$ cat src/rtl/piano_pkg.sv
// Shared definitions for the piano tone path: arbiter state encoding, tone
// index width and the keypad-to-tone mapping.
package piano_pkg;

  typedef enum logic [1:0] {
    IDLE = 2'd0,
    PLAY = 2'd1,
    GAP  = 2'd2
  } arb_state_e;

  localparam int TONE_W = 5;
  localparam logic [TONE_W-1:0] TONE_REST    = 5'd0;
  localparam logic [TONE_W-1:0] KEY_TONE_OFS = 5'd1;

  // Keypad keys 0..15 map onto tones 1..16 so that tone 0 stays silence.
  function automatic logic [TONE_W-1:0] key_to_tone(input logic [3:0] code);
    return {1'b0, code} + KEY_TONE_OFS;
  endfunction

endpackage

$ cat src/rtl/beat_timer.sv
// Note duration timer: a BEAT_DIV cycle divider feeding a beat counter.
// load restarts both counters and latches the length (0 counts as 1 beat).
module beat_timer #(
  parameter int BEAT_DIV = 6250000,
  parameter int LEN_W    = 4
) (
  input  logic             clk,
  input  logic             rst_n,
  input  logic             load,
  input  logic             run,
  input  logic [LEN_W-1:0] len,
  output logic             done
);

  localparam int CYC_W = $clog2(BEAT_DIV);

  logic [CYC_W-1:0] cyc_q, cyc_d;
  logic [LEN_W-1:0] beat_q, beat_d;
  logic [LEN_W-1:0] len_q, len_d;
  logic             cyc_last_s;

  assign cyc_last_s = (cyc_q == CYC_W'(BEAT_DIV - 1));
  // done marks the last cycle of the programmed duration
  assign done = run && cyc_last_s && (beat_q == (len_q - LEN_W'(1)));

  // Next-state for divider, beat counter and latched length.
  always_comb begin
    cyc_d  = cyc_q;
    beat_d = beat_q;
    len_d  = len_q;
    if (load) begin
      cyc_d  = '0;
      beat_d = '0;
      len_d  = (len == '0) ? LEN_W'(1) : len;
    end else if (run) begin
      if (cyc_last_s) begin
        cyc_d  = '0;
        beat_d = beat_q + LEN_W'(1);
      end else begin
        cyc_d = cyc_q + CYC_W'(1);
      end
    end else begin
      cyc_d = cyc_q;
    end
  end

  // Counter registers.
  always_ff @(posedge clk or negedge rst_n) begin
    if (!rst_n) begin
      cyc_q  <= '0;
      beat_q <= '0;
      len_q  <= '0;
    end else begin
      cyc_q  <= cyc_d;
      beat_q <= beat_d;
      len_q  <= len_d;
    end
  end

endmodule

$ cat src/rtl/tone_share_arbiter.sv
// Shares the single tone generator between keypad events and the auto-play
// reader. Define ARB_PREEMPT_EN to let keys cut auto notes short.
module tone_share_arbiter
  import piano_pkg::*;
#(
  parameter int BEAT_DIV   = 6250000,
  parameter int GAP_CYCLES = 250000,
  parameter int MAN_BEATS  = 2,
  parameter int LEN_W      = 4
) (
  input  logic              clk,
  input  logic              rst_n,
  input  logic              key_rdy,
  input  logic [3:0]        key_code,
  input  logic              auto_req,
  input  logic [TONE_W-1:0] auto_note,
  input  logic [LEN_W-1:0]  auto_len,
  output logic              auto_ack,
  output logic              auto_abort,
  output logic [TONE_W-1:0] tone_idx,
  output logic              tone_en,
  output logic              src_auto,
  output logic              busy
);

  localparam int GAP_W = (GAP_CYCLES > 1) ? $clog2(GAP_CYCLES) : 1;

  arb_state_e        state_q, state_d;
  logic [TONE_W-1:0] tone_idx_q, tone_idx_d;
  logic              tone_en_q, tone_en_d;
  logic              src_auto_q, src_auto_d;
  logic              busy_q, busy_d;
  logic              auto_ack_q, auto_ack_d;
  logic              auto_abort_q, auto_abort_d;
  logic [GAP_W-1:0]  gap_cnt_q, gap_cnt_d;
`ifndef ARB_PREEMPT_EN
  logic              pend_vld_q, pend_vld_d;
  logic [3:0]        pend_code_q, pend_code_d;
`endif

  logic             man_grant_s;
  logic [3:0]       man_code_s;
  logic             auto_grant_s;
  logic             timer_load_s;
  logic [LEN_W-1:0] timer_len_s;
  logic             timer_done_s;
  logic             gap_last_s;

  beat_timer #(
    .BEAT_DIV (BEAT_DIV),
    .LEN_W    (LEN_W)
  ) u_beat_timer (
    .clk   (clk),
    .rst_n (rst_n),
    .load  (timer_load_s),
    .run   (state_q == PLAY),
    .len   (timer_len_s),
    .done  (timer_done_s)
  );

  assign gap_last_s = (gap_cnt_q == GAP_W'(GAP_CYCLES - 1));

  // Arbitration, state sequencing and next output values.
  always_comb begin
    state_d      = state_q;
    tone_idx_d   = tone_idx_q;
    src_auto_d   = src_auto_q;
    gap_cnt_d    = gap_cnt_q;
    auto_ack_d   = 1'b0;
    auto_abort_d = 1'b0;
    man_grant_s  = 1'b0;
    man_code_s   = key_code;
    auto_grant_s = 1'b0;
    timer_load_s = 1'b0;
    timer_len_s  = auto_len;
`ifndef ARB_PREEMPT_EN
    pend_vld_d   = pend_vld_q;
    pend_code_d  = pend_code_q;
`endif

    case (state_q)
      IDLE: begin
        if (key_rdy) begin
          man_grant_s = 1'b1;
        end else if (auto_req) begin
          auto_grant_s = 1'b1;
        end else begin
          state_d = IDLE;
        end
      end
      PLAY: begin
`ifdef ARB_PREEMPT_EN
        if (key_rdy) begin
          man_grant_s  = 1'b1;
          auto_abort_d = src_auto_q;
        end else if (timer_done_s) begin
          state_d    = GAP;
          gap_cnt_d  = '0;
          tone_idx_d = TONE_REST;
        end else begin
          state_d = PLAY;
        end
`else
        // A key during an auto note waits; the newest key wins the slot.
        if (key_rdy && src_auto_q) begin
          pend_vld_d  = 1'b1;
          pend_code_d = key_code;
        end else begin
          pend_vld_d = pend_vld_q;
        end
        if (key_rdy && !src_auto_q) begin
          man_grant_s = 1'b1;
        end else if (timer_done_s) begin
          state_d    = GAP;
          gap_cnt_d  = '0;
          tone_idx_d = TONE_REST;
        end else begin
          state_d = PLAY;
        end
`endif
      end
      GAP: begin
        if (key_rdy) begin
          man_grant_s = 1'b1;
        end else if (gap_last_s) begin
`ifndef ARB_PREEMPT_EN
          if (pend_vld_q) begin
            man_grant_s = 1'b1;
            man_code_s  = pend_code_q;
          end else begin
            state_d = IDLE;
          end
`else
          state_d = IDLE;
`endif
        end else begin
          gap_cnt_d = gap_cnt_q + GAP_W'(1);
        end
      end
      default: begin
        state_d = IDLE;
      end
    endcase

    if (man_grant_s) begin
      state_d      = PLAY;
      tone_idx_d   = key_to_tone(man_code_s);
      src_auto_d   = 1'b0;
      timer_load_s = 1'b1;
      timer_len_s  = LEN_W'(MAN_BEATS);
`ifndef ARB_PREEMPT_EN
      pend_vld_d   = 1'b0;
`endif
    end else if (auto_grant_s) begin
      state_d      = PLAY;
      tone_idx_d   = auto_note;
      src_auto_d   = 1'b1;
      timer_load_s = 1'b1;
      timer_len_s  = auto_len;
      auto_ack_d   = 1'b1;
    end else begin
      timer_load_s = 1'b0;
    end

    tone_en_d = (state_d == PLAY) && (tone_idx_d != TONE_REST);
    busy_d    = (state_d != IDLE);
  end

  // State and registered outputs.
  always_ff @(posedge clk or negedge rst_n) begin
    if (!rst_n) begin
      state_q      <= IDLE;
      tone_idx_q   <= TONE_REST;
      tone_en_q    <= 1'b0;
      src_auto_q   <= 1'b0;
      busy_q       <= 1'b0;
      auto_ack_q   <= 1'b0;
      auto_abort_q <= 1'b0;
      gap_cnt_q    <= '0;
`ifndef ARB_PREEMPT_EN
      pend_vld_q   <= 1'b0;
      pend_code_q  <= 4'd0;
`endif
    end else begin
      state_q      <= state_d;
      tone_idx_q   <= tone_idx_d;
      tone_en_q    <= tone_en_d;
      src_auto_q   <= src_auto_d;
      busy_q       <= busy_d;
      auto_ack_q   <= auto_ack_d;
      auto_abort_q <= auto_abort_d;
      gap_cnt_q    <= gap_cnt_d;
`ifndef ARB_PREEMPT_EN
      pend_vld_q   <= pend_vld_d;
      pend_code_q  <= pend_code_d;
`endif
    end
  end

  assign tone_idx   = tone_idx_q;
  assign tone_en    = tone_en_q;
  assign src_auto   = src_auto_q;
  assign busy       = busy_q;
  assign auto_ack   = auto_ack_q;
  assign auto_abort = auto_abort_q;

endmodule

$ cat config.mk
export PLATFORM = sky130hd
export DESIGN_NAME = tone_share_arbiter
export DESIGN_NICKNAME = d
export VERILOG_FILES = /design/src/rtl/piano_pkg.sv /design/src/rtl/beat_timer.sv /design/src/rtl/tone_share_arbiter.sv
export SDC_FILE = /design/constraint.sdc
export NUM_CORES = 1
export LEC_CHECK = 0
export ABC_AREA = 1
export BUFFER_PORTS_ARGS = -buffer_cell sky130_fd_sc_hd__buf_2
export CORE_MARGIN = 2
export CORE_UTILIZATION = 68
export CTS_BUF_LIST = sky130_fd_sc_hd__clkbuf_8
export DETAILED_ROUTE_END_ITERATION = 10
export GPL_ROUTABILITY_DRIVEN = 0
export HOLD_SLACK_MARGIN = 0.15
export PLACE_DENSITY = 0.88
export SLEW_MARGIN = 20
export SYNTH_ARGS = -nofsm -noshare
export SYNTH_HDL_FRONTEND = slang
export SYNTH_SLANG_ARGS = --single-unit
$ cat constraint.sdc
create_clock -name clk -period 4.6 [get_ports clk]
set_clock_uncertainty 0.05 [all_clocks]
set_input_delay 0.92 -clock clk [delete_from_list [all_inputs] [get_ports clk]]
set_output_delay 0.92 -clock clk [all_outputs]
set_load 0.02 [all_outputs]
==> metrics.cfg <==
[global_route]
antenna_found_initial=0
use_met1_pct=38.1
grt_usage_pct=30.6
grt_util_met3_pct=3.51
overflow=0
grt_first_pass_wirelength_mm=15.2
grt_max_degree=48
grt_pass1_vias=3399
grt.met2_usage_pct=53.4
grt.busiest_layer=met2

[clock_network]
cts_root_buf=clkbuf_8
postCtsHoldBufs=0
cts_tree=yes
cts_made_buffers=9
cts_sinks=65
cts.clk_slew.worst_paths_ns=0.07
worstSkewPairLatency_ns=0.36
cts_resized=0
post-cts-setup-buffers=0
cts_max_level=3
clk_path_buf_depth=2

[layout]
n_antenna_cell=0
ff_latch_area_um2=1630
fillers=409
final_nets=543
instances_no_fill=598
multi_input_comb_area_um2=1960
area_delta_synth_final_pct=8.66
drive_above_1_share_pct=16.7

[critical_path]
cp_max_fo=12
slowest_stage=dfrtp_1
path_class=flip-flop to flip-flop
required_ns=4.79
crit_path_start=state_q[0]
cpMostUsedCell=nand2_1
cp.arrival_ns=2.89
start_kind=flip-flop
path_cells=inv_1 -> nand2_1 -> nor3_2 -> nand3_1 -> nand2_1 -> nand2_1 -> ha_1 -> inv_1 -> nand3_1 -> nand2_1 -> nor2_1 -> nor2_1 -> nand2_1 -> nor2_1 -> a21oi_1
critPathCaptureType=flip-flop
slowest_delay_ns=0.38
r2r_start=state_q[0]

[synthesis]
ys.flop_type=dfrtp_1
yosys_warnings=0
ys_seq_area_share_pct=41.7
synthCells=492
syn-num-nets=514
netlist_area_um2=3900
async_flop_share_pct=100
synth-seq-cells=65
avgSynthCellArea_um2=7.93
post_synth_num_cell_types=42
synth_edf_count=0

[route]
drt_wl_total_mm=8.98
route.vias.total=3542
first_pass_iters=5
avgViaCountPerCell=5.92
drt_iter0_markers=244
ant_nets=0
drc_errors=0
wl_per_cell_um=15.0

[pwr]
ir_drop_mv=0.197
p_per_area_nw_per_um2=274
p_leak_nw=1.96

[timing]
setup_tns_ns=0
timing.final.crit_share_pct=58.7
slew_headroom_pct=60.2
worst_hold_slack_ns=0.473
setup_viol=0
hold_violations=0
slew_violations=0
timing.fmax_ghz=0.370
worst_slew_pin_slew_ns=0.597
rsz0062_at_grt=no
fin_crit_ns=2.70

[floorplanning]
die_h_um=79.8
ios=27
core-area_um2=5540
num_rows=27
die_area_um2=6360
initial_core_util_pct=70.4
dieWidth_um=79.8

[placed_design]
dpl.hpwl_mm=6.30
place.port_buffers=25
dp.cells=582

[status]
outcome=complete, no violations

[worst_hold_path]
worstHoldStart=pend_code_q[0]
hp-class=flip-flop to flip-flop

[run]
cap_viol_max_count=0

## synthesized netlist by cell type, types with 3 or more instances
master	count	area share (%)
a21oi_1	20	2.6
a31oi_1	3	0.48
buf_4	3	0.58
dfrtp_1	65	42
ha_1	5	1.6
inv_1	52	5.0
inv_2	8	0.77
mux2_2	4	1.2
nand2_1	110	11
nand2_2	4	0.64
nand3_1	31	4.0
nand3_2	5	1.3
nand4_1	17	2.7
nor2_1	52	5.0
nor2_2	4	0.64
nor2_4	3	0.87
nor3_1	18	2.3
nor3_2	8	2.1
nor4_1	8	1.3
o21a_1	4	0.77
o21ai_0	11	1.4
o21ai_1	4	0.51
o22ai_1	3	0.48
o31ai_1	8	1.5
xnor2_1	5	1.1
xor2_1	14	3.1
## worst max-delay path, delay by kind of cell, from the launching register on
| kind | cells | cell delay [ns] |
|---|---|---|
| simple gates | 11 | 1.66 |
| fa+ha+maj | 1 | 0.22 |
| compound gates | 1 | 0.07 |
| flops | 1 | 0.38 |
| buf+inv | 2 | 0.20 |
## worst paths after layout
path                                          to  slack (ns)  cells after the start
setup / recovery                         tone_en        1.90                     15
max in group asynchronous           gap_cnt_q[2]        3.28                      2
setup reg to reg                         tone_en        1.90                     15
hold reg to reg                   pend_code_q[0]        0.47                      1
min in group asynchronous  u_beat_timer.cyc_q[3]        0.52                      1
hold / removal                    pend_code_q[0]        0.47                      1
## sequential cells by signal (all words and copies together) (netlist names)
register / flops
auto_ack: 1
tone_idx: 5
pend_vld_q: 1
busy: 1
u_beat_timer.beat_q: 4
u_beat_timer.cyc_q: 23
state_q: 2
tone_en: 1
u_beat_timer.len_q: 4
src_auto: 1
pend_code_q: 4
gap_cnt_q: 18
## stage by stage
stage | utilization (%) | instance area (µm²) | power (mW) | setup WS [ns]
final | 76.5 | 4240 | 1.16 | 1.90
after global routing | 76.5 | 4240 | 1.20 | 1.67
after CTS | 76.5 | 4240 | 1.16 | 1.98
after detailed placement | 73.2 | 4060 | 0.718 | 1.79
after global placement | 73.2 | 4060 | 0.713 | 1.94
after floorplan | - | 3900 | 0.678 | 2.20
## cells by family after synthesis
logic type               share of synthesized area [%]
AO/OA/AOI/OAI                                     8.79
XOR/XNOR                                          4.26
adder cells (fa/ha/maj)                           1.60
buffers and inverters                             8.02
flip-flops                                        41.7
multiplexers                                      1.15
other                                           0.0961
AND/OR/NAND/NOR                                   34.4
## report_power, final
| part | internal, mW | switching [mW] | total (mW) | leakage [nW] |
|---|---|---|---|---|
| clock network | 0.222 | 0.233 | 0.455 | 0.0888 |
| logic | 0.0351 | 0.0666 | 0.102 | 1.02 |
| registers | 0.589 | 0.0181 | 0.608 | 0.853 |
## layout by cell type (no fill, tap or decap), drive strengths merged, types with 4 or more instances in the layout
cell type	count
nand2	116
dfrtp	65
inv	63
nor2	59
nand3	38
buf	26
nor3	26
a21oi	21
nand4	17
o21ai	15
xor2	14
clkbuf	11
nor4	10
o31ai	8
xnor2	5
ha	5
o21a	4
mux2	4
## metal layers
layer	vias to the layer above	part of all wire [%]
met2	137	50
met1	1687	43
met5	-	0
met3	25	5.3
li1	1693	-
met4	0	2.4
## layout make-up
cell class,count,area share [%]
Multi-Input combinational cell,356,46.3
Sequential cell,65,38.4
Inverter,63,5.72
Clock buffer,11,3.57
Timing Repair Buffer,26,3.19
Tap cell,72,2.12
Clock inverter,5,0.738
Note: power is estimated with default switching activity, not from simulation.
